===== src/rtl/rs_pkg.sv =====
// rtl/rs_pkg.sv - shared types and default widths for the reservation-station entry
package rs_pkg;

  localparam int DATA_W = 32;
  localparam int TAG_W  = 6;
  localparam int OPC_W  = 4;
  localparam int AGE_W  = 4;

  typedef enum logic [1:0] {
    EMPTY = 2'd0,
    WAIT  = 2'd1,
    READY = 2'd2
  } rs_state_t;

  typedef struct packed {
    logic              rdy;
    logic [TAG_W-1:0]  tag;
    logic [DATA_W-1:0] val;
  } rs_operand_t;

endpackage


===== src/rtl/rs_entry_if.sv =====
// rtl/rs_entry_if.sv - dispatch, CDB snoop and issue signals of one reservation-station entry
interface rs_entry_if #(
  parameter int DATA_W = rs_pkg::DATA_W,
  parameter int TAG_W  = rs_pkg::TAG_W,
  parameter int OPC_W  = rs_pkg::OPC_W,
  parameter int AGE_W  = rs_pkg::AGE_W
) ();

  logic              flush;

  logic              alloc_valid;
  logic              alloc_ready;
  logic [OPC_W-1:0]  alloc_opcode;
  logic [TAG_W-1:0]  alloc_dest_tag;
  logic              alloc_a_rdy;
  logic [DATA_W-1:0] alloc_a_val;
  logic [TAG_W-1:0]  alloc_a_tag;
  logic              alloc_b_rdy;
  logic [DATA_W-1:0] alloc_b_val;
  logic [TAG_W-1:0]  alloc_b_tag;

  logic              cdb_valid;
  logic [TAG_W-1:0]  cdb_tag;
  logic [DATA_W-1:0] cdb_val;

  logic              issue_valid;
  logic              issue_ready;
  logic [OPC_W-1:0]  issue_opcode;
  logic [TAG_W-1:0]  issue_dest_tag;
  logic [DATA_W-1:0] issue_a;
  logic [DATA_W-1:0] issue_b;
  logic [AGE_W-1:0]  issue_age;

  // dispatch / CDB / select side
  modport master (
    output flush,
    output alloc_valid, alloc_opcode, alloc_dest_tag,
    output alloc_a_rdy, alloc_a_val, alloc_a_tag,
    output alloc_b_rdy, alloc_b_val, alloc_b_tag,
    input  alloc_ready,
    output cdb_valid, cdb_tag, cdb_val,
    output issue_ready,
    input  issue_valid, issue_opcode, issue_dest_tag, issue_a, issue_b, issue_age
  );

  // entry side
  modport slave (
    input  flush,
    input  alloc_valid, alloc_opcode, alloc_dest_tag,
    input  alloc_a_rdy, alloc_a_val, alloc_a_tag,
    input  alloc_b_rdy, alloc_b_val, alloc_b_tag,
    output alloc_ready,
    input  cdb_valid, cdb_tag, cdb_val,
    input  issue_ready,
    output issue_valid, issue_opcode, issue_dest_tag, issue_a, issue_b, issue_age
  );

endinterface


===== src/rtl/rs_operand_slot.sv =====
// rtl/rs_operand_slot.sv - one source operand: load, CDB tag snoop and value hold/capture
module rs_operand_slot #(
  parameter int DATA_W = rs_pkg::DATA_W,
  parameter int TAG_W  = rs_pkg::TAG_W
) (
  input  logic              clk,
  input  logic              reset,
  input  logic              clear,
  input  logic              load,
  input  logic              load_rdy,
  input  logic [DATA_W-1:0] load_val,
  input  logic [TAG_W-1:0]  load_tag,
  input  logic              snoop,
  input  logic              cdb_valid,
  input  logic [TAG_W-1:0]  cdb_tag,
  input  logic [DATA_W-1:0] cdb_val,
  output logic              rdy,
  output logic              rdy_next,
  output logic [DATA_W-1:0] val
);

  logic              rdy_q, rdy_d;
  logic [TAG_W-1:0]  tag_q, tag_d;
  logic [DATA_W-1:0] val_q, val_d;
  logic              capture;
  logic              bypass;

  // Next operand state: load (with same-cycle CDB bypass) or wake-up capture while waiting
  always_comb begin
    bypass  = !load_rdy && cdb_valid && (cdb_tag == load_tag);
    capture = snoop && !clear && !rdy_q && cdb_valid && (cdb_tag == tag_q);
    rdy_d   = rdy_q;
    tag_d   = tag_q;
    val_d   = capture ? cdb_val : val_q;
    if (clear) begin
      rdy_d = 1'b0;
    end else if (load) begin
      tag_d = load_tag;
      rdy_d = load_rdy || bypass;
      val_d = bypass ? cdb_val : load_val;
    end else if (capture) begin
      rdy_d = 1'b1;
    end
  end

  // Operand registers
  always_ff @(posedge clk or posedge reset) begin
    if (reset) begin
      rdy_q <= 1'b0;
      tag_q <= '0;
      val_q <= '0;
    end else begin
      rdy_q <= rdy_d;
      tag_q <= tag_d;
      val_q <= val_d;
    end
  end

  assign rdy      = rdy_q;
  assign rdy_next = rdy_d;
  assign val      = val_q;

endmodule


===== src/rtl/rs_entry.sv =====
// rtl/rs_entry.sv - reservation-station entry; RS_AGE_COUNTER_EN adds the issue_age counter
module rs_entry #(
  parameter int DATA_W = rs_pkg::DATA_W,
  parameter int TAG_W  = rs_pkg::TAG_W,
  parameter int OPC_W  = rs_pkg::OPC_W,
  parameter int AGE_W  = rs_pkg::AGE_W
) (
  input  logic       clk,
  input  logic       reset,
  rs_entry_if.slave  bus
);
  import rs_pkg::*;

  rs_state_t         state_q, state_d;
  logic [OPC_W-1:0]  opc_q, opc_d;
  logic [TAG_W-1:0]  dest_q, dest_d;
  logic              load, clear, snoop, issue_fire;
  logic              a_rdy, a_rdy_next, b_rdy, b_rdy_next;
  logic [DATA_W-1:0] a_val, b_val;

  // Control decode from registered state; flush blocks a same-cycle allocation
  always_comb begin
    load       = (state_q == EMPTY) && bus.alloc_valid && !bus.flush;
    snoop      = (state_q == WAIT);
    issue_fire = (state_q == READY) && bus.issue_ready;
    clear      = bus.flush || issue_fire;
  end

  rs_operand_slot #(.DATA_W(DATA_W), .TAG_W(TAG_W)) u_slot_a (
    .clk(clk), .reset(reset), .clear(clear), .load(load),
    .load_rdy(bus.alloc_a_rdy), .load_val(bus.alloc_a_val), .load_tag(bus.alloc_a_tag),
    .snoop(snoop), .cdb_valid(bus.cdb_valid), .cdb_tag(bus.cdb_tag), .cdb_val(bus.cdb_val),
    .rdy(a_rdy), .rdy_next(a_rdy_next), .val(a_val)
  );

  rs_operand_slot #(.DATA_W(DATA_W), .TAG_W(TAG_W)) u_slot_b (
    .clk(clk), .reset(reset), .clear(clear), .load(load),
    .load_rdy(bus.alloc_b_rdy), .load_val(bus.alloc_b_val), .load_tag(bus.alloc_b_tag),
    .snoop(snoop), .cdb_valid(bus.cdb_valid), .cdb_tag(bus.cdb_tag), .cdb_val(bus.cdb_val),
    .rdy(b_rdy), .rdy_next(b_rdy_next), .val(b_val)
  );

  // Next state and held instruction fields
  always_comb begin
    state_d = state_q;
    opc_d   = load ? bus.alloc_opcode : opc_q;
    dest_d  = load ? bus.alloc_dest_tag : dest_q;
    if (bus.flush) begin
      state_d = EMPTY;
    end else begin
      case (state_q)
        EMPTY:   if (bus.alloc_valid) state_d = (a_rdy_next && b_rdy_next) ? READY : WAIT;
        WAIT:    if (a_rdy_next && b_rdy_next) state_d = READY;
        READY:   if (bus.issue_ready) state_d = EMPTY;
        default: state_d = EMPTY;
      endcase
    end
  end

  // State and instruction registers
  always_ff @(posedge clk or posedge reset) begin
    if (reset) begin
      state_q <= EMPTY;
      opc_q   <= '0;
      dest_q  <= '0;
    end else begin
      state_q <= state_d;
      opc_q   <= opc_d;
      dest_q  <= dest_d;
    end
  end

  // alloc_ready is held low while reset is asserted so every output reads 0 during reset
  assign bus.alloc_ready    = (state_q == EMPTY) && !reset;
  assign bus.issue_valid    = (state_q == READY) && a_rdy && b_rdy;
  assign bus.issue_opcode   = opc_q;
  assign bus.issue_dest_tag = dest_q;
  assign bus.issue_a        = a_val;
  assign bus.issue_b        = b_val;

`ifdef RS_AGE_COUNTER_EN
  logic [AGE_W-1:0] age_q, age_d;

  // Age counts cycles spent in READY, zero on entry, saturating at all-ones
  always_comb begin
    age_d = '0;
    if ((state_q == READY) && (state_d == READY)) begin
      age_d = (age_q == {AGE_W{1'b1}}) ? age_q : age_q + {{(AGE_W-1){1'b0}}, 1'b1};
    end
  end

  // Age register
  always_ff @(posedge clk or posedge reset) begin
    if (reset) age_q <= '0;
    else       age_q <= age_d;
  end

  assign bus.issue_age = age_q;
`else
  assign bus.issue_age = {AGE_W{1'b0}};
`endif

endmodule


===== src/flat_wrapper.sv =====
// flat-port wrapper written by rule: the top's interface ports become plain ports
module rs_entry_flat import rs_pkg::*;
#(
  parameter int DATA_W = rs_pkg::DATA_W,
  parameter int TAG_W  = rs_pkg::TAG_W,
  parameter int OPC_W  = rs_pkg::OPC_W,
  parameter int AGE_W  = rs_pkg::AGE_W
)
  (clk, reset, bus_flush, bus_alloc_valid, bus_alloc_opcode, bus_alloc_dest_tag, bus_alloc_a_rdy, bus_alloc_a_val, bus_alloc_a_tag, bus_alloc_b_rdy, bus_alloc_b_val, bus_alloc_b_tag, bus_alloc_ready, bus_cdb_valid, bus_cdb_tag, bus_cdb_val, bus_issue_ready, bus_issue_valid, bus_issue_opcode, bus_issue_dest_tag, bus_issue_a, bus_issue_b, bus_issue_age);
  rs_entry_if #(.DATA_W(DATA_W), .TAG_W(TAG_W), .OPC_W(OPC_W), .AGE_W(AGE_W)) bus_i ();
  input  logic clk;
  input  logic reset;
  input wire logic [$bits(bus_i.flush)-1:0] bus_flush;
  input wire logic [$bits(bus_i.alloc_valid)-1:0] bus_alloc_valid;
  input wire logic [$bits(bus_i.alloc_opcode)-1:0] bus_alloc_opcode;
  input wire logic [$bits(bus_i.alloc_dest_tag)-1:0] bus_alloc_dest_tag;
  input wire logic [$bits(bus_i.alloc_a_rdy)-1:0] bus_alloc_a_rdy;
  input wire logic [$bits(bus_i.alloc_a_val)-1:0] bus_alloc_a_val;
  input wire logic [$bits(bus_i.alloc_a_tag)-1:0] bus_alloc_a_tag;
  input wire logic [$bits(bus_i.alloc_b_rdy)-1:0] bus_alloc_b_rdy;
  input wire logic [$bits(bus_i.alloc_b_val)-1:0] bus_alloc_b_val;
  input wire logic [$bits(bus_i.alloc_b_tag)-1:0] bus_alloc_b_tag;
  output wire logic [$bits(bus_i.alloc_ready)-1:0] bus_alloc_ready;
  input wire logic [$bits(bus_i.cdb_valid)-1:0] bus_cdb_valid;
  input wire logic [$bits(bus_i.cdb_tag)-1:0] bus_cdb_tag;
  input wire logic [$bits(bus_i.cdb_val)-1:0] bus_cdb_val;
  input wire logic [$bits(bus_i.issue_ready)-1:0] bus_issue_ready;
  output wire logic [$bits(bus_i.issue_valid)-1:0] bus_issue_valid;
  output wire logic [$bits(bus_i.issue_opcode)-1:0] bus_issue_opcode;
  output wire logic [$bits(bus_i.issue_dest_tag)-1:0] bus_issue_dest_tag;
  output wire logic [$bits(bus_i.issue_a)-1:0] bus_issue_a;
  output wire logic [$bits(bus_i.issue_b)-1:0] bus_issue_b;
  output wire logic [$bits(bus_i.issue_age)-1:0] bus_issue_age;
  assign bus_i.flush = bus_flush;
  assign bus_i.alloc_valid = bus_alloc_valid;
  assign bus_i.alloc_opcode = bus_alloc_opcode;
  assign bus_i.alloc_dest_tag = bus_alloc_dest_tag;
  assign bus_i.alloc_a_rdy = bus_alloc_a_rdy;
  assign bus_i.alloc_a_val = bus_alloc_a_val;
  assign bus_i.alloc_a_tag = bus_alloc_a_tag;
  assign bus_i.alloc_b_rdy = bus_alloc_b_rdy;
  assign bus_i.alloc_b_val = bus_alloc_b_val;
  assign bus_i.alloc_b_tag = bus_alloc_b_tag;
  assign bus_alloc_ready = bus_i.alloc_ready;
  assign bus_i.cdb_valid = bus_cdb_valid;
  assign bus_i.cdb_tag = bus_cdb_tag;
  assign bus_i.cdb_val = bus_cdb_val;
  assign bus_i.issue_ready = bus_issue_ready;
  assign bus_issue_valid = bus_i.issue_valid;
  assign bus_issue_opcode = bus_i.issue_opcode;
  assign bus_issue_dest_tag = bus_i.issue_dest_tag;
  assign bus_issue_a = bus_i.issue_a;
  assign bus_issue_b = bus_i.issue_b;
  assign bus_issue_age = bus_i.issue_age;
  rs_entry #(.DATA_W(DATA_W), .TAG_W(TAG_W), .OPC_W(OPC_W), .AGE_W(AGE_W)) u_core (.clk(clk), .reset(reset), .bus(bus_i));
endmodule

===== config.mk =====
export PLATFORM = sky130hd
export DESIGN_NAME = rs_entry_flat
export DESIGN_NICKNAME = d
export VERILOG_FILES = /design/src/rtl/rs_pkg.sv /design/src/rtl/rs_entry_if.sv /design/src/rtl/rs_operand_slot.sv /design/src/rtl/rs_entry.sv /design/src/flat_wrapper.sv
export SDC_FILE = /design/constraint.sdc
export NUM_CORES = 1
export LEC_CHECK = 0
export BUFFER_PORTS_ARGS = -buffer_cell sky130_fd_sc_hd__buf_4
export CORE_MARGIN = 1
export CORE_UTILIZATION = 30
export DETAILED_ROUTE_END_ITERATION = 8
export GPL_TIMING_DRIVEN = 0
export SETUP_SLACK_MARGIN = 0.1
export SLEW_MARGIN = 20
export SYNTH_ARGS = -nofsm -noshare
export SYNTH_HDL_FRONTEND = slang
export SYNTH_SLANG_ARGS = --single-unit

===== constraint.sdc =====
create_clock -name clk -period 3.4 [get_ports clk]
set_input_delay 0.17 -clock clk [delete_from_list [all_inputs] [get_ports clk]]
set_output_delay 0.17 -clock clk [all_outputs]
set_load 0.005 [all_outputs]

Word level (Yosys, flattened, before mapping)
Cells that the tools add are included.
Operators by class
  equality and inequality tests: 9
  multiplexer cells: 20
  bitwise operators: 1
  reductions and logical operators: 31
Operator list (number)
  $mux 32: 8
  $eq 6x6->1: 4
  $logic_and 1x1->1: 18
  $mux 2: 5
  $logic_not 1->1: 7
  $mux 1: 6
  $ne 3x3->1 const B: 2
  $pmux 2 s3: 1
  $logic_or 1x1->1: 3
  $ne 3x2->1 const B: 1
  $reduce_and 3->1: 1
  $eq 2x1->1 const B: 1
  $eq 2x2->1 const B: 1
  $logic_not 2->1: 1
  $reduce_and 2->1: 1
  $not 1->1: 1
Storage, ports and cells
  bits in registers: 90
  input bits: 132
  output and inout port bits: 80
  word-level logic and storage cells: 70

Depth between registers and ports, before layout
  depth in word-level cells: 16
  gate-level depth with buffers: 7
  mapped depth without buffers: 5

By module
From an unflattened synthesis, not the netlist that was laid out.
Unflattened totals
  cells, all modules: 336
  area total of the unflattened synthesis: 4464.3 sq um
By module, submodules not included
  rs_operand_slot: instances 2, cells each 148, area each 1955.6 sq um
  rs_entry: instances 1, cells each 40, area each 553.0 sq um

Worst setup path after synthesis
OpenSTA, ideal clock, no wires.
  path type: reg2reg
  from: register u_core.state_q[0]
  to: register u_core.u_slot_a.val_q[10] (netlist: u_core.u_slot_a.val[10])
  library setup time: 0.124 ns
  arrival time: 1.682 ns
  slack: 1.595 ns
  cell stages (with the launch flop): 7
  period minus slack after synthesis: 1.805 ns
  cell sequence: dfrtp_1 -> or4b_1 -> buf_2 -> nor3_1 -> o21bai_2 -> buf_2 -> a21oi_1
Between the ends
  word-level cells in the longest chain between the ends: 11
  elaborated cells between the ends (all ways): 15
  those cells by class: 2 x eq/ne; 3 x mux; 10 x reduce/logical
Ends and longest elaborated chain
  from (decl): line rs_entry.sv:14  | rs_state_t state_q, state_d;
  from (signal assigned): line rs_entry.sv:67  | state_q <= state_d;
  $eq 2x2->1: line rs_entry.sv:25  | issue_fire = (state_q == READY) && bus.issue_ready;
  $logic_and 1x1->1: line rs_entry.sv:25
  $logic_or 1x1->1: line rs_entry.sv:26  | clear = bus.flush || issue_fire;
  $logic_not 1->1: line rs_operand_slot.sv:31  | capture = snoop && !clear && !rdy_q && cdb_valid && (cdb_tag == tag_q);
  $logic_and 1x1->1 (4 in series): line rs_operand_slot.sv:31
  $mux 32: line rs_operand_slot.sv:34  | val_d = capture ? cdb_val : val_q;
  $mux 32: line rs_operand_slot.sv:37  | end else if (load) begin
  $mux 32 (*): line rs_operand_slot.sv:35  | if (clear) begin
  via u_core.u_slot_a.val_d[10]: line rs_operand_slot.sv:24  | logic [DATA_W-1:0] val_q, val_d;
  to (signal assigned): line rs_operand_slot.sv:55  | val_q <= val_d;
  to (decl): line rs_operand_slot.sv:24
Mark *: on every way through the listed nets, which the timed path passes. The rest lies on a longest branch.
A chain may end at the register's enable or synchronous reset.

Final worst setup path
  from: register u_core.state_q[0]
  to: register u_core.u_slot_b.val_q[19] (netlist: u_core.u_slot_b.val[19])
Between the ends
  word-level cells in the longest chain between the ends: 11
  elaborated cells between the ends (all ways): 15
  those cells by class: 2 x eq/ne; 3 x mux; 10 x reduce/logical
Ends and longest elaborated chain (line)
  $eq 2x2->1: rs_entry.sv:25
  $logic_and 1x1->1: rs_entry.sv:25
  $logic_or 1x1->1: rs_entry.sv:26
  $logic_not 1->1: rs_operand_slot.sv:31
  $logic_and 1x1->1 (4 in series): rs_operand_slot.sv:31
  $mux 32: rs_operand_slot.sv:34
  $mux 32: rs_operand_slot.sv:37
  $mux 32 (*): rs_operand_slot.sv:35
  via u_core.u_slot_b.val_d[19]: rs_operand_slot.sv:24
  to (signal assigned): rs_operand_slot.sv:55
  to (decl): rs_operand_slot.sv:24
Marked as above.

==> impl_metrics.tcl <==
set metrics [dict create \
    crit_path_top_delay_cell "nor4b_4" \
    clk_pin_slew_ps 60 \
    cp.arrival_ps 2390 \
    yosysUniqueCellTypes 40 \
    async_flop_share 1.00 \
    portBuffers 205 \
    hold_viol_final 0 \
    crit_family "simple AND/OR/NAND/NOR gates" \
    grt_pass1_wl_microns 20700 \
    status "completed" \
    pwr_density_cell_nw_per_um2 512 \
    die_area_sq_um 14500 \
    crit_type "register to register" \
    cts.sinks 90 \
    critPathCaptureType "register" \
    totalWireLength_microns 13200 \
    gr-usage-met1 0.242 \
    htreeDepth 3 \
    die_x_microns 120 \
    grt_max_degree 64 \
    synth.avg_cell_area_sq_um 10.4 \
    period_share 0.638 \
    syn_area_sq_um 4210 \
    layout-drive-gt1-share 0.443 \
    avgViaCountPerCell 4.73 \
    place_congestion 0.807 \
    setup-violations-final 0 \
    utilization 0.472 \
    startpoint_type "register" \
    cts_root_buffer "clkbuf_16" \
    setup_ws_ps 1230 \
    drt_iter0_markers 212 \
    worstMarginPinSlew_ps 751 \
    drc 0 \
    coreArea_sq_um 13500 \
    ant_nets 0 \
    ys_seq_area_frac 0.536 \
    drv_cap 0 \
    antennaDiodeCount 0 \
    ios 212 \
    overflow 0 \
    hold_path_class "primary input to register" \
    vias 3819 \
    postSynthCellCount 405 \
    critPathMaxFanout 10 \
    num-nets-final 759 \
    synth_edf_count 0 \
    grt_pass1_vias 4010 \
    fin_worst_skew_ps 10.0 \
    syn_to_final_growth_pct 50.8 \
    antenna_found_initial 0 \
    wl_per_cell_microns 16.4 \
    grt.busiest_layer "met2" \
    max_stage_delay_ps 550 \
    fillerInstances 1314 \
    met2_usage 0.300 \
    finalPower_mw 3.25 \
    cp_cell_sequence "nor4b_4, o41ai_2, clkbuf_1, or2_2, o221a_1" \
    path_buf_inv 1 \
    ctsLongestPathBuffers 2 \
    fmax_mhz 461 \
    rsz0062_at_grt "no" \
    yosysWarnings 0 \
    grt_use_met3 0.0429 \
    die_h_microns 120 \
    dp_hpwl_microns 9810 \
    synth_flop_cell "dfrtp_1" \
    layout_min_cycle_time_ps 2170 \
    slew_headroom 0.494 \
    postCtsSetupBuffers 0 \
    synth-seq-cells 90 \
    grt_use_total 0.185 \
    p_leak_nw 3.01 \
    start_util 0.313 \
    ir_worst_vdd_v 0.000295 \
    place_inst 790 \
    worst_ep_required_time_ps 3630 \
    slew_viol_final 0 \
    core.rowCount 42 \
    finalNonFillerCells 808 \
    dr.pass1.iters 4 \
    clk_latency_ps 350 \
    cts_buffers 9 \
    cts_tree "yes" \
    place_ws_ps 1110 \
]
-- final cells by class --
| class | count | area, sq um | share of cell area |
|---|---|---|---|
| well taps | 176 | 220 | 0.0347 |
| clock inverters | 5 | 62.6 | 0.00986 |
| flip-flops and latches | 90 | 2250 | 0.355 |
| multi-input cells | 256 | 1670 | 0.264 |
| plain buffers | 29 | 166 | 0.0262 |
| inverters | 33 | 129 | 0.0203 |
| repair buffers | 208 | 1590 | 0.250 |
| clock buffers | 11 | 253 | 0.0398 |
-- what timing repair did --
action | 4_1_cts | 5_1_grt
hold endpoints to repair | 28 | 0
hold buffers | 2 | 0
resized for setup | 0 | 0
-- layer usage --
metal / routed length (microns) / vias to the layer above
met5: 0 / -
met4: 180 / 0
met3: 888 / 13
met2: 6260 / 138
met1: 5900 / 1819
li1: - / 1849
-- sequential cells by signal (all words and copies together), names as in the netlist --
name                       cells
u_core.u_slot_a.val           32
u_core.u_slot_b.val           32
u_core.bus.issue_dest_tag      6
u_core.u_slot_a.tag_q          6
u_core.u_slot_b.tag_q          6
u_core.bus.issue_opcode        4
u_core.state_q                 2
u_core.u_slot_a.rdy            1
u_core.u_slot_b.rdy            1
-- cell families (layout without fill, tap and decap cells) --
group,after synthesis,in the layout,share of synthesized area
simple gates,121,121,0.146
buf+inv,62,286,0.0690
xor+xnor,24,24,0.0500
other cells,1,4,0.000892
flops,90,90,0.536
compound gates,107,107,0.198
-- metrics by stage --
stage,hold WS (ps),area (sq um),setup TNS [ps]
floorplan,275,4220,0
global placement,361,5980,-31230
detailed placement,160,6010,0
CTS,3.68,6340,0
global route,13.3,6340,0
finish,18.5,6340,0
-- cells in the mapped netlist (all sizes together) (2+ instances only) --
cell	count	share of area
o21ai	3	0.0071
nor2	3	0.0033
nand3	2	0.0024
a21oi	33	0.039
nand2	66	0.059
nor2b	3	0.0045
buf	18	0.030
nor3	3	0.0036
inv	33	0.029
clkbuf	11	0.0098
o221a	33	0.088
nand4	4	0.0059
o22ai	32	0.048
xnor2	18	0.037
dfrtp	90	0.54
or2	32	0.048
xor2	6	0.012
-- cell usage in the layout (no fill, tap or decap), types with 7 or more instances in the layout --
cell type | netlist | routed
o221a_1 | 30 | 30
or2_2 | 28 | 28
clkbuf_1 | 11 | 11
inv_1 | 33 | 32
xnor2_1 | 18 | 18
dfrtp_1 | 90 | 90
clkbuf_16 | 0 | 9
buf_2 | 7 | 7
nand2_1 | 66 | 66
buf_4 | 7 | 212
o22ai_1 | 32 | 32
a21oi_1 | 33 | 33
-- worst reg2reg max path, cell delays in order, from the launching register on --
cell and delay, ps:
dfrtp_1 460, nor4b_4 550, o41ai_2 300, clkbuf_1 280
or2_2 340, o221a_1 130
-- power by group --
part	internal, mW	switching (mW)
logic	0.488	0.321
clock network	0.613	0.435
registers	1.27	0.123
-- path summary, 6_finish.rpt --
kind                                               from                           end  slack [ps]  cells after the start
max                                   u_core.state_q[0]       u_core.u_slot_b.val[19]        1230                      5
min                               bus_alloc_dest_tag[2]  u_core.bus.issue_dest_tag[2]          20                      3
max reg2reg                           u_core.state_q[0]       u_core.u_slot_b.val[19]        1230                      5
min reg2reg                u_core.bus.issue_dest_tag[0]  u_core.bus.issue_dest_tag[0]         480                      2
max in group asynchronous                         reset      u_core.u_slot_b.tag_q[3]        2440                      4
min in group asynchronous                         reset    u_core.bus.issue_opcode[3]         350                      3
Note: power is estimated with default switching activity, not from simulation.
